===== config.mk =====
export PLATFORM = sky130hd
export DESIGN_NAME = ram_port_arbiter
export DESIGN_NICKNAME = d
export VERILOG_FILES = /design/src/rtl/ram_port_arbiter.sv
export SDC_FILE = /design/constraint.sdc
export NUM_CORES = 1
export LEC_CHECK = 0
export BUFFER_PORTS_ARGS = -buffer_cell sky130_fd_sc_hd__buf_2
export CAP_MARGIN = 0
export CORE_MARGIN = 2
export CORE_UTILIZATION = 43
export CTS_BUF_LIST = sky130_fd_sc_hd__clkbuf_2 sky130_fd_sc_hd__clkbuf_4 sky130_fd_sc_hd__clkbuf_8
export CTS_CLUSTER_DIAMETER = 150
export DETAILED_ROUTE_END_ITERATION = 10
export PLACE_DENSITY = 0.8
export RECOVER_POWER = 100
export SETUP_SLACK_MARGIN = 0.15
export SYNTH_ARGS = -nofsm -noshare
export SYNTH_HDL_FRONTEND = slang
export SYNTH_SLANG_ARGS = --single-unit

===== constraint.sdc =====
create_clock -name clk -period 5.6 [get_ports clk]
set_input_delay 1.12 -clock clk [delete_from_list [all_inputs] [get_ports clk]]
set_output_delay 1.12 -clock clk [all_outputs]
set_load 0.01 [all_outputs]

===== src/rtl/ram_port_arbiter.sv =====
// Two-port RAM arbiter: round-robin grants up to two requesters per cycle
// and routes registered read data back to the owning requester.
module ram_port_arbiter #(
  parameter  int BITS = 8,
  parameter  int N    = 1024,
  parameter  int REQS = 4,
  localparam int AW   = $clog2(N),
  localparam int RW   = $clog2(REQS)
) (
  input  logic                 clk,
  input  logic                 reset,
  input  logic [REQS-1:0]      req_valid,
  input  logic [REQS-1:0]      req_we,
  input  logic [REQS*AW-1:0]   req_addr,
  input  logic [REQS*BITS-1:0] req_wdata,
  output logic [REQS-1:0]      req_ready,
  output logic [REQS-1:0]      rsp_valid,
  output logic [REQS*BITS-1:0] rsp_data,
  output logic                 ram_we1,
  output logic                 ram_we2,
  output logic [AW-1:0]        ram_write_addr1,
  output logic [AW-1:0]        ram_write_addr2,
  output logic [BITS-1:0]      ram_write_data1,
  output logic [BITS-1:0]      ram_write_data2,
  output logic [AW-1:0]        ram_read_addr1,
  output logic [AW-1:0]        ram_read_addr2,
  input  logic [BITS-1:0]      ram_read_data1,
  input  logic [BITS-1:0]      ram_read_data2,
  output logic [15:0]          collision_count
);

  logic [RW-1:0] r_rr_ptr;
  logic          r_t1_v;
  logic [RW-1:0] r_t1_own;
  logic          r_t2_v;
  logic [RW-1:0] r_t2_own;
  logic [15:0]   r_coll;

  logic          w_p1_ok;
  logic          w_p2_ok;
  logic [RW-1:0] w_p1;
  logic [RW-1:0] w_p2;
  logic [RW-1:0] w_idx;
  logic [AW-1:0] w_a1;
  logic [AW-1:0] w_a2;
  logic          w_coll;
  logic          w_g2;

  function automatic logic [RW-1:0] wrap(input int v);
    return RW'(v % REQS);
  endfunction

  // Scan from rr_ptr: first valid takes port 1, second takes port 2.
  always_comb begin
    w_p1_ok = 1'b0;
    w_p2_ok = 1'b0;
    w_p1    = '0;
    w_p2    = '0;
    w_idx   = '0;
    for (int k = 0; k < REQS; k++) begin
      w_idx = wrap(int'(r_rr_ptr) + k);
      if (req_valid[w_idx] && !reset) begin
        if (!w_p1_ok) begin
          w_p1_ok = 1'b1;
          w_p1    = w_idx;
        end else if (!w_p2_ok) begin
          w_p2_ok = 1'b1;
          w_p2    = w_idx;
        end
      end
    end
  end

  assign w_a1   = req_addr[w_p1*AW +: AW];
  assign w_a2   = req_addr[w_p2*AW +: AW];
  assign w_coll = w_p1_ok && w_p2_ok && req_we[w_p1]
                  && req_we[w_p2] && (w_a1 == w_a2);
  assign w_g2   = w_p2_ok && !w_coll;

  always_comb begin
    req_ready       = '0;
    ram_we1         = 1'b0;
    ram_we2         = 1'b0;
    ram_write_addr1 = '0;
    ram_write_addr2 = '0;
    ram_write_data1 = '0;
    ram_write_data2 = '0;
    ram_read_addr1  = '0;
    ram_read_addr2  = '0;
    if (w_p1_ok) begin
      req_ready[w_p1] = 1'b1;
      if (req_we[w_p1]) begin
        ram_we1         = 1'b1;
        ram_write_addr1 = w_a1;
        ram_write_data1 = req_wdata[w_p1*BITS +: BITS];
      end else begin
        ram_read_addr1 = w_a1;
      end
    end
    if (w_g2) begin
      req_ready[w_p2] = 1'b1;
      if (req_we[w_p2]) begin
        ram_we2         = 1'b1;
        ram_write_addr2 = w_a2;
        ram_write_data2 = req_wdata[w_p2*BITS +: BITS];
      end else begin
        ram_read_addr2 = w_a2;
      end
    end
  end

  always_ff @(posedge clk) begin
    if (reset) begin
      r_rr_ptr <= '0;
      r_t1_v   <= 1'b0;
      r_t1_own <= '0;
      r_t2_v   <= 1'b0;
      r_t2_own <= '0;
      r_coll   <= '0;
    end else begin
      if (w_g2)
        r_rr_ptr <= wrap(int'(w_p2) + 1);
      else if (w_p1_ok)
        r_rr_ptr <= wrap(int'(w_p1) + 1);
      r_t1_v   <= w_p1_ok && !req_we[w_p1];
      r_t1_own <= w_p1;
      r_t2_v   <= w_g2 && !req_we[w_p2];
      r_t2_own <= w_p2;
      if (w_coll && r_coll != 16'hFFFF)
        r_coll <= r_coll + 16'd1;
    end
  end

  // Reset gates responses that were already tagged on the previous edge.
  always_comb begin
    rsp_valid = '0;
    rsp_data  = '0;
    if (r_t1_v && !reset) begin
      rsp_valid[r_t1_own]            = 1'b1;
      rsp_data[r_t1_own*BITS +: BITS] = ram_read_data1;
    end
    if (r_t2_v && !reset) begin
      rsp_valid[r_t2_own]            = 1'b1;
      rsp_data[r_t2_own*BITS +: BITS] = ram_read_data2;
    end
  end

  assign collision_count = r_coll;

endmodule


# Word level (Yosys, flattened, before mapping)
# Index checks and enable logic that the tools add are counted.
[op_classes]
multipliers = 2
n_eq_ne = 2
n_shift = 8
n_addsub = 8
n_reduce_logical = 23
n_mux = 70
magnitude_cmp = 12
bitwise = 3
[op_table]
columns = ["op", "n"]
rows = [
  ["$mux W10", 8],
  ["$shiftx A40 B7 Y10", 2],
  ["$neg A5 Y34", 2],
  ["$shift A8 B34 Y32 const A", 2],
  ["$shiftx A8 B34 Y32", 2],
  ["$mux W32", 2],
  ["$shiftx A32 B6 Y8", 2],
  ["$mux W2", 17],
  ["$and A32 B32 Y32", 1],
  ["$bwmux W32", 1],
  ["$mux W8", 4],
  ["$lt A2 B3 Y1 const B", 8],
  ["$mux W1", 24],
  ["$logic_and A1 B1 Y1", 18],
  ["$add A16 B1 Y16 const B", 1],
  ["$mux W4", 4],
  ["$ne A16 B16 Y1 const B", 1],
  ["$bmux W1 S2", 6],
  ["$eq A10 B10 Y1", 1],
  ["$mul A2 B3 Y5 const B", 2],
  ["$demux W1 S2", 4],
  ["$ge A2 B1 Y1 const B", 4],
  ["$or A4 B4 Y4", 2],
  ["$add A2 B1 Y2 const B", 3],
  ["other kinds (3)", 7],
]
[totals]
out_inout_bits = 114
word_cells = 134
register_bits = 24
inputBits = 98

# Longest topological paths before layout
# Gate-level depths: netlist of run 1.
[logic_depth]
ltp_word = 19
ltp_mapped = 20
mapped_depth_nobuf = 14

# Worst setup path before layout of run 1
# No wires, ideal clock.
[synth_path]
kind = "in2out"
startpoint = "input port reset"
endpoint = "output port ram_write_addr2[0]"
n_path_buf = 5
t_required_ps = 4480
setup_slack_ps = -88
path_stages = 19
arrival_ps = 4568
path_cell_list = "buf_6 nand2b_1 o22ai_4 ha_1 inv_1 a311o_1 a21oi_1 o41ai_2 buf_4 buf_12 mux2i_1 mux2_2 xor2_1 nor4_4 and3_1 or3b_1 buf_2 buf_6 nor2_1"
[synth_between]
elab_chain_cells = 18
elab_cells_between_ends = 47
classes_between = "2 x mul; 1 x eq/ne; 2 x shift; 31 x mux; 11 x reduce/logical"
[synth_rtl]
columns = ["item", "line", "rtl"]
rows = [
  ["start: declaration", "11", "input logic reset,"],
  ["$logic_not A1 Y1 *", "62", "if (req_valid[w_idx] && !reset) begin"],
  ["$logic_and A1 B1 Y1", "62", ""],
  ["$mux W1", "62", ""],
  ["$mux W2 or $mux W1 (tied branches)", "63", "if (!w_p1_ok) begin"],
  ["$mux W2 or $mux W1 (tied branches)", "62", ""],
  ["$mux W2", "66", "end else if (!w_p2_ok) begin"],
  ["$mux W2", "63", ""],
  ["$mux W2", "62", ""],
  ["[2 not listed]", "n/a", ""],
  ["$mux W2", "62", ""],
  ["$mul A2 B3 Y5 or $bmux W1 S2 (tied branches)", "75, 77, 102", ""],
  ["$shiftx A40 B7 Y10 or $mux W1 (tied branches)", "75, 77, 102", ""],
  ["$eq A10 B10 Y1 or $logic_and A1 B1 Y1 (tied branches)", "77", "&& req_we[w_p2] && (w_a1 == w_a2);"],
  ["$logic_and A1 B1 Y1", "77", ""],
  ["$logic_not A1 Y1", "78", "assign w_g2 = w_p2_ok && !w_coll;"],
  ["$logic_and A1 B1 Y1", "78", ""],
  ["$mux W10 *", "100", "if (w_g2) begin"],
  ["end: declaration", "22", "output logic [AW-1:0] ram_write_addr2,"],
]
# Mark *: on every way between the ends. The rest lies on a longest branch, timed or not. The select of a mux whose other input is x is not followed.

# Worst setup path after layout of run 1
[layout_path]
startpoint = "input port reset"
endpoint = "output port ram_write_data2[0]"
[layout_between]
elab_chain_cells = 18
elab_cells_between_ends = 48
classes_between = "2 x mul; 1 x eq/ne; 3 x shift; 31 x mux; 11 x reduce/logical"
[layout_rtl]
columns = ["item", "line", "rtl"]
rows = [
  ["$logic_not A1 Y1 *", "62", ""],
  ["$logic_and A1 B1 Y1", "62", ""],
  ["$mux W1", "62", ""],
  ["$mux W2 or $mux W1 (tied branches)", "63", ""],
  ["$mux W2 or $mux W1 (tied branches)", "62", ""],
  ["$mux W2", "66", ""],
  ["$mux W2", "63", ""],
  ["$mux W2", "62", ""],
  ["[2 not listed]", "n/a", ""],
  ["$mux W2", "62", ""],
  ["$mul A2 B3 Y5 or $bmux W1 S2 (tied branches)", "75, 77, 102", ""],
  ["$shiftx A40 B7 Y10 or $mux W1 (tied branches)", "75, 77, 102", ""],
  ["$eq A10 B10 Y1 or $logic_and A1 B1 Y1 (tied branches)", "77", ""],
  ["$logic_and A1 B1 Y1", "77", ""],
  ["$logic_not A1 Y1", "78", ""],
  ["$logic_and A1 B1 Y1", "78", ""],
  ["$mux W8 *", "100", ""],
  ["end: declaration", "24", "output logic [BITS-1:0] ram_write_data2,"],
]
# Marks and branches as above.

==> results.toml, run 1 <==
[run_status]
status = "complete, but fails checks"
violations = "setup timing"

[routing]
drtAntennaViolNets = 0
viasPerCell = 5.91
drtIter0Drc = 337
wl_um = 15700
vias = 5075
drc = 0
firstDrtPassIters = 7
wire_per_inst_um = 18.3

[worst_setup_path]
ff2ff_path_depth = 18
slowest_stage = "or3b_4"
cp_data_required_time_ps = 4480
crit_top_cell = "buf_6"
worst_path_largest_cell_delay_ps = 440
critPathLaunchType = "input port"
crit_chain = "buf_6 -> or2_4 -> o22ai_4 -> buf_6 -> buf_6 -> ha_4 -> o221ai_2 -> a221oi_4 -> buf_12 -> mux2_2 -> xnor2_1 -> and4_1 -> and3_4 -> or3b_4 -> buf_12 -> nor2b_2 -> buf_2"
crit_buf_inv = 6
rr_endpoint = "collision_count[7]$_SDFFE_PP0P_"
r2r_start = "r_rr_ptr[0]$_SDFFE_PP0P_"
r2r_slack_ps = 940
cp.arrival_ps = 4550
setup.worst_path.end_class = "output port"
path_class = "in -> out"
critPathMaxFanout = 8
critical_path.top_delay_family = "simple AND/OR/NAND/NOR gates"

[place]
globalplace.congestion = 0.947
hpwl_um = 11600
io_buffer_count = 211
place_ws_ps = -154

[clock_tree]
path_clk_slew_ps = 90
cts_tree = "done"
cts_inserted_buffers = 3
h-tree-depth = 1
root_buffer = "clkbuf_8"
cts_sinks = 24
clock_path_buffers = 2
insertion_delay_ps = 270

[floorplanning]
die_w_um = 101
fp.dieH_um = 101
core_area_um2 = 9200
io_pins = 212
initial_core_util = 0.439
dieArea_um2 = 10200
rows = 35

[timing]
slew-limit-headroom = 0.364
final_max_slew_viol_count = 0
min_period_ps = 5670
worst_slack_ps = -67.4
fmax_ghz = 0.176
hold_slack_ps = 510
hold_viol = 0
tightest_slew_ps = 948
fin_crit_sh = 1.01
rsz0062_at_grt = "true"
setup_viol = 16
fin_worst_skew_ps = 2.50

[power_and_ir_drop]
finalPower_mw = 1.55
pwr_density_cell_nw_per_um2 = 247
ir_drop_v = 0.000176
p_leak_nw = 2.95

[worst_hold_path]
worstHoldPathCells = 2
min_to = "collision_count[14]$_SDFFE_PP0P_"
min_from = "collision_count[14]$_SDFFE_PP0P_"
hp-class = "reg -> reg"

[cells_and_area]
utilization = 0.682
syn_to_final_growth_pct = 55.4
layout.nets = 861
drive_above_1_share = 0.483
layout_commonest_cell = "buf_2"
final_cell_mix = "buf_2 (172), mux2i_1 (57), buf_4 (52)"
fillers = 671

[global_routing]
antenna_found_initial = 1
grt_pass1_wl_um = 23000
grt.total_usage = 0.272
grt_overflow = 0
first_global_vias = 4974
grt_max_degree = 28

[synth]
synth.cell_area_um2 = 4040
seq_area_frac_synth = 0.119
synth_seq_cells = 24
synth_edf_count = 0
syn_area_per_cell_um2 = 8.05
synth_cells = 502
ys_types = 69
syn-num-nets = 616
synth-async-reset-ratio = 0
synth_ff_type = "dfxtp_1"
ys_warn_count = 0

[job]
maxCapViolations = 0
-- per-stage QoR --
step / TNS [ps] / instance area (µm²) / std cells
6_report: -490 / 6280 / 859
5_1_grt: -3970 / 6280 / 859
4_1_cts: -63.4 / 6020 / 851
3_5_place_dp: -3690 / 5680 / 839
3_3_place_gp: 0 / 5680 / 839
2_1_floorplan: 0 / 4260 / 502
-- synth_stat cells, types with 3 or more instances --
library cell	n	share of area
a211oi_1	20	0.037
a21oi_1	20	0.025
a22o_1	32	0.069
a22oi_1	4	0.0074
and2_1	9	0.014
and3_1	7	0.011
and4_1	5	0.011
buf_1	4	0.0037
buf_2	7	0.0087
buf_4	3	0.0056
buf_6	5	0.014
clkbuf_1	19	0.018
dfxtp_1	24	0.12
ha_1	16	0.050
inv_1	16	0.015
mux2_2	21	0.059
mux2i_1	60	0.15
mux4_2	8	0.045
nand2_1	21	0.020
nand2b_1	5	0.0077
nand3_1	14	0.017
nor2_1	59	0.055
nor2b_1	11	0.017
nor3_1	4	0.0050
nor3b_1	3	0.0056
o211ai_1	3	0.0056
o21a_1	3	0.0056
o21ai_0	16	0.020
o22ai_1	4	0.0062
o31ai_1	3	0.0056
or3_1	14	0.022
or4_1	3	0.0056
xnor2_1	9	0.020
xor2_1	7	0.015
-- layout make-up --
class	count	area (µm²)	area share
tap	111	139	0.0221
timing repair buffer	281	1870	0.298
multi-input combinational	419	3630	0.579
clock buffer	3	41.3	0.00658
inverter	18	77.6	0.0124
sequential	24	480	0.0766
clock inverter	1	30.0	0.00478
antenna	2	5.00	0.000797
-- sequential cells by signal (all words and copies together) (netlist names) --
| register | cells |
|---|---|
| r_rr_ptr | 2 |
| r_t2_v | 1 |
| r_t1_v | 1 |
| r_t2_own | 2 |
| r_t1_own | 2 |
| collision_count | 16 |
-- power by group --
group	switching (mW)	internal (mW)
combinational	0.587	0.601
clock	0.0576	0.0955
sequential	0.0267	0.182
-- cells by family after synthesis --
logic type                 after synthesis  share of synthesized area
xor gates and xnor gates                16                     0.0347
adders and majority gates               16                     0.0496
AOI/OAI and AO/OA                      127                      0.237
and+or+nand+nor                        171                      0.227
buffers and inverters                   59                     0.0812
muxes                                   89                      0.252
DFF                                     24                      0.119
-- worst min-delay path, stage by stage (launching register included) --
cell and delay (ps):
dfxtp_1 340, o31ai_1 70, a21oi_1 60
-- timing repair --
action,in CTS,in global routing
setup buffers,6,5
hold endpoints to repair,0,0
setup endpoints to repair,33,33
hold buffers,0,0
resized for setup,36,44
gates cloned,2,1
pin swaps,9,12
-- per-layer routing --
metal | routed length, µm | part of all wire | GRT usage | vias up
met1 | 5670 | 0.36 | 0.287 | 2394
met5 | 0 | 0 | 0 | -
met2 | 8570 | 0.55 | 0.538 | 258
met4 | 541 | 0.034 | 0.104 | 0
met3 | 910 | 0.058 | 0.0388 | 54
li1 | - | - | - | 2369
-- how the worst max path moves through the flow --
stage                            start  cells after the start  slack, ps                 end
after floorplan                  reset                     19         20  ram_write_addr2[0]
after global placement    req_valid[3]                     17          5   ram_read_addr2[6]
after detailed placement  req_valid[3]                     18       -150  ram_write_data2[0]
after CTS                        reset                     19        -20  ram_write_data2[0]
after global routing      req_valid[0]                     18       -190  ram_write_data2[3]
final                            reset                     17        -70  ram_write_data2[0]
(Power assumes the default switching activity.)
==> run 2, diff against run 1 <==
--- a/config.mk
+++ b/config.mk
@@ -7,12 +7,14 @@
 export LEC_CHECK = 0
 export BUFFER_PORTS_ARGS = -buffer_cell sky130_fd_sc_hd__buf_2
 export CAP_MARGIN = 0
+export CELL_PAD_IN_SITES_DETAIL_PLACEMENT = 2
+export CELL_PAD_IN_SITES_GLOBAL_PLACEMENT = 2
 export CORE_MARGIN = 2
-export CORE_UTILIZATION = 43
+export CORE_UTILIZATION = 23
 export CTS_BUF_LIST = sky130_fd_sc_hd__clkbuf_2 sky130_fd_sc_hd__clkbuf_4 sky130_fd_sc_hd__clkbuf_8
 export CTS_CLUSTER_DIAMETER = 150
 export DETAILED_ROUTE_END_ITERATION = 10
-export PLACE_DENSITY = 0.8
+export PLACE_DENSITY_LB_ADDON = 0.1
 export RECOVER_POWER = 100
 export SETUP_SLACK_MARGIN = 0.15
 export SYNTH_ARGS = -nofsm -noshare
==> run 2 against run 1 <==
Net effect:
- the flow still finishes with violations (setup timing)
- die area grew 83%
- count of clock-buffer cells in the layout grew 1
- clock skew grew 14 ps
- fmax grew 0.27%
- final cell count grew 15%
- via count shrank 1.3%
- non-clock buffer count grew 19
- setup slack gained 15 ps
- routed wire length grew 21%
- power grew 3.3%
- critical endpoint unchanged
- largest cell class unchanged
==> results.toml, run 2 (synthesis gave the netlist of run 1 again) <==
[worst_setup_path]
path_class = "in -> out"
slowest_stage = "or3b_4"
critical_path.top_delay_family = "simple AND/OR/NAND/NOR gates"
setup.worst_path.end_class = "output port"
critPathMaxFanout = 8
cp_data_required_time_ps = 4480
crit_buf_inv = 7
r2r_slack_ps = 1250
cp.arrival_ps = 4530
crit_top_cell = "buf_12"
critPathLaunchType = "input port"
worst_path_largest_cell_delay_ps = 430
crit_chain = "buf_8 -> or2_4 -> o22ai_4 -> buf_6 -> buf_6 -> ha_2 -> o221ai_2 -> a221oi_4 -> buf_12 -> buf_12 -> mux2_2 -> xnor2_1 -> and4_4 -> and3_4 -> or3b_4 -> buf_12 -> nor2b_1 -> buf_2"
r2r_start = "r_rr_ptr[0]$_SDFFE_PP0P_"
crit_path_start = "reset"

[cells_and_area]
final_cell_mix = "buf_2 (169), buf_4 (75), mux2i_1 (54)"
layout.nets = 880
syn_to_final_growth_pct = 63.7
drive_above_1_share = 0.508
utilization = 0.383
layout_commonest_cell = "buf_2"
final-instance-count-excl-fill = 992
largest_reg_flops = 16

[timing]
worst_slack_ps = -52.2
fmax_ghz = 0.177
rsz0062_at_grt = "true"
fin_crit_sh = 1.01
slew-limit-headroom = 0.310
min_period_ps = 5650
final_max_slew_viol_count = 0
hold_viol = 0
tightest_slew_ps = 1030
setup_viol = 16
fin_worst_skew_ps = 17.0

[floorplanning]
dieArea_um2 = 18600
core_area_um2 = 17200
initial_core_util = 0.234
fp.dieH_um = 137
io_pins = 212
die_w_um = 137
rows = 48

[routing]
vias = 5011
viasPerCell = 5.05
drtAntennaViolNets = 0
drtIter0Drc = 87
firstDrtPassIters = 4
drc = 0
wl_um = 19000
wire_per_inst_um = 19.2

[place]
io_buffer_count = 211
globalplace.congestion = 0.771
dp.cells = 970
place_ws_ps = -221
hpwl_um = 15000

[global_routing]
antenna_found_initial = 3
grt_pass1_wl_um = 29200
grt_max_degree = 30
grt.total_usage = 0.194
grt_overflow = 0
first_global_vias = 5474

[clock_tree]
path_clk_slew_ps = 100
cts_sinks = 24
clock_path_buffers = 2
cts_inserted_buffers = 3
insertion_delay_ps = 270
h-tree-depth = 1
root_buffer = "clkbuf_8"
cts_tree = "done"

[run_status]
violations = "setup timing"
status = "complete, but fails checks"

[power_and_ir_drop]
pwr_density_cell_nw_per_um2 = 242
p_leak_nw = 3.05
ir_drop_v = 0.0000881

[job]
maxCapViolations = 0

[worst_hold_path]
hp-class = "reg -> reg"
min_from = "collision_count[4]$_SDFFE_PP0P_"
==> run 2: cell types whose count changed in the layout (fill, tap and decap cells not counted), moves of 3 or more <==
cell / change
a211oi_1: -4
a211oi_2: +4
buf_2: -3
buf_4: +23
mux2i_1: -3
mux2i_2: +4
nor2b_4: +3
xor2_1: -3
xor2_2: +3
==> run 2: power by group <==
part           internal (mW)  switching [mW]  total (mW)
clock                 0.0628          0.0568       0.120
sequential             0.182          0.0244       0.207
combinational          0.649           0.627        1.28
==> run 2: final timing paths <==
kind / to / depth (start not counted)
worst max-delay path: ram_write_data2[0] / 18
worst max register to register: collision_count[15]$_SDFFE_PP0P_ / 16
worst min register to register: collision_count[4]$_SDFFE_PP0P_ / 2
worst min-delay path: collision_count[4]$_SDFFE_PP0P_ / 2
==> run 2: worst register-to-register path, delay by kind of cell (launching register included) <==
family | cells | cell delay (ps)
simple gates | 4 | 1100
buf+inv | 5 | 1030
compound gates | 4 | 790
mux | 2 | 710
flops | 1 | 490
xor+xnor | 1 | 200
==> run 2: what timing repair did <==
action / CTS / global route
hold buffers: 0 / 0
cloned: 1 / 2
resized for setup: 38 / 50
endpoints found under the setup margin: 33 / 41
setup buffers: 3 / 10
pin swaps: 3 / 3
==> run 2: through the flow <==
stage | power [mW] | hold WS (ps) | TNS [ps] | instance area [µm²]
floorplan | 0.875 | 508 | 0 | 4260
global placement | 1.27 | 480 | -979 | 5960
detailed placement | 1.30 | 494 | -4950 | 5960
CTS | 1.51 | 510 | -25.9 | 6270
global route | 1.71 | 545 | -4550 | 6610
finish | 1.60 | 507 | -450 | 6610
==> run 2: area by class of cell <==
class	count	area, µm²
multi-input cells	419	3680
diodes	2	5.00
fillers	1989	10600
inverters	18	76.3
well taps	225	282
flip-flops and latches	24	480
clock buffers	4	55.1
repair buffers	300	2030
==> run 2: layer usage <==
metal	track usage	vias up	part of all wire
li1	-	2400	-
met1	0.228	2419	0.40
met2	0.360	169	0.51
met3	0.0504	21	0.078
met4	0.0278	2	0.013
met5	0	-	0.00068
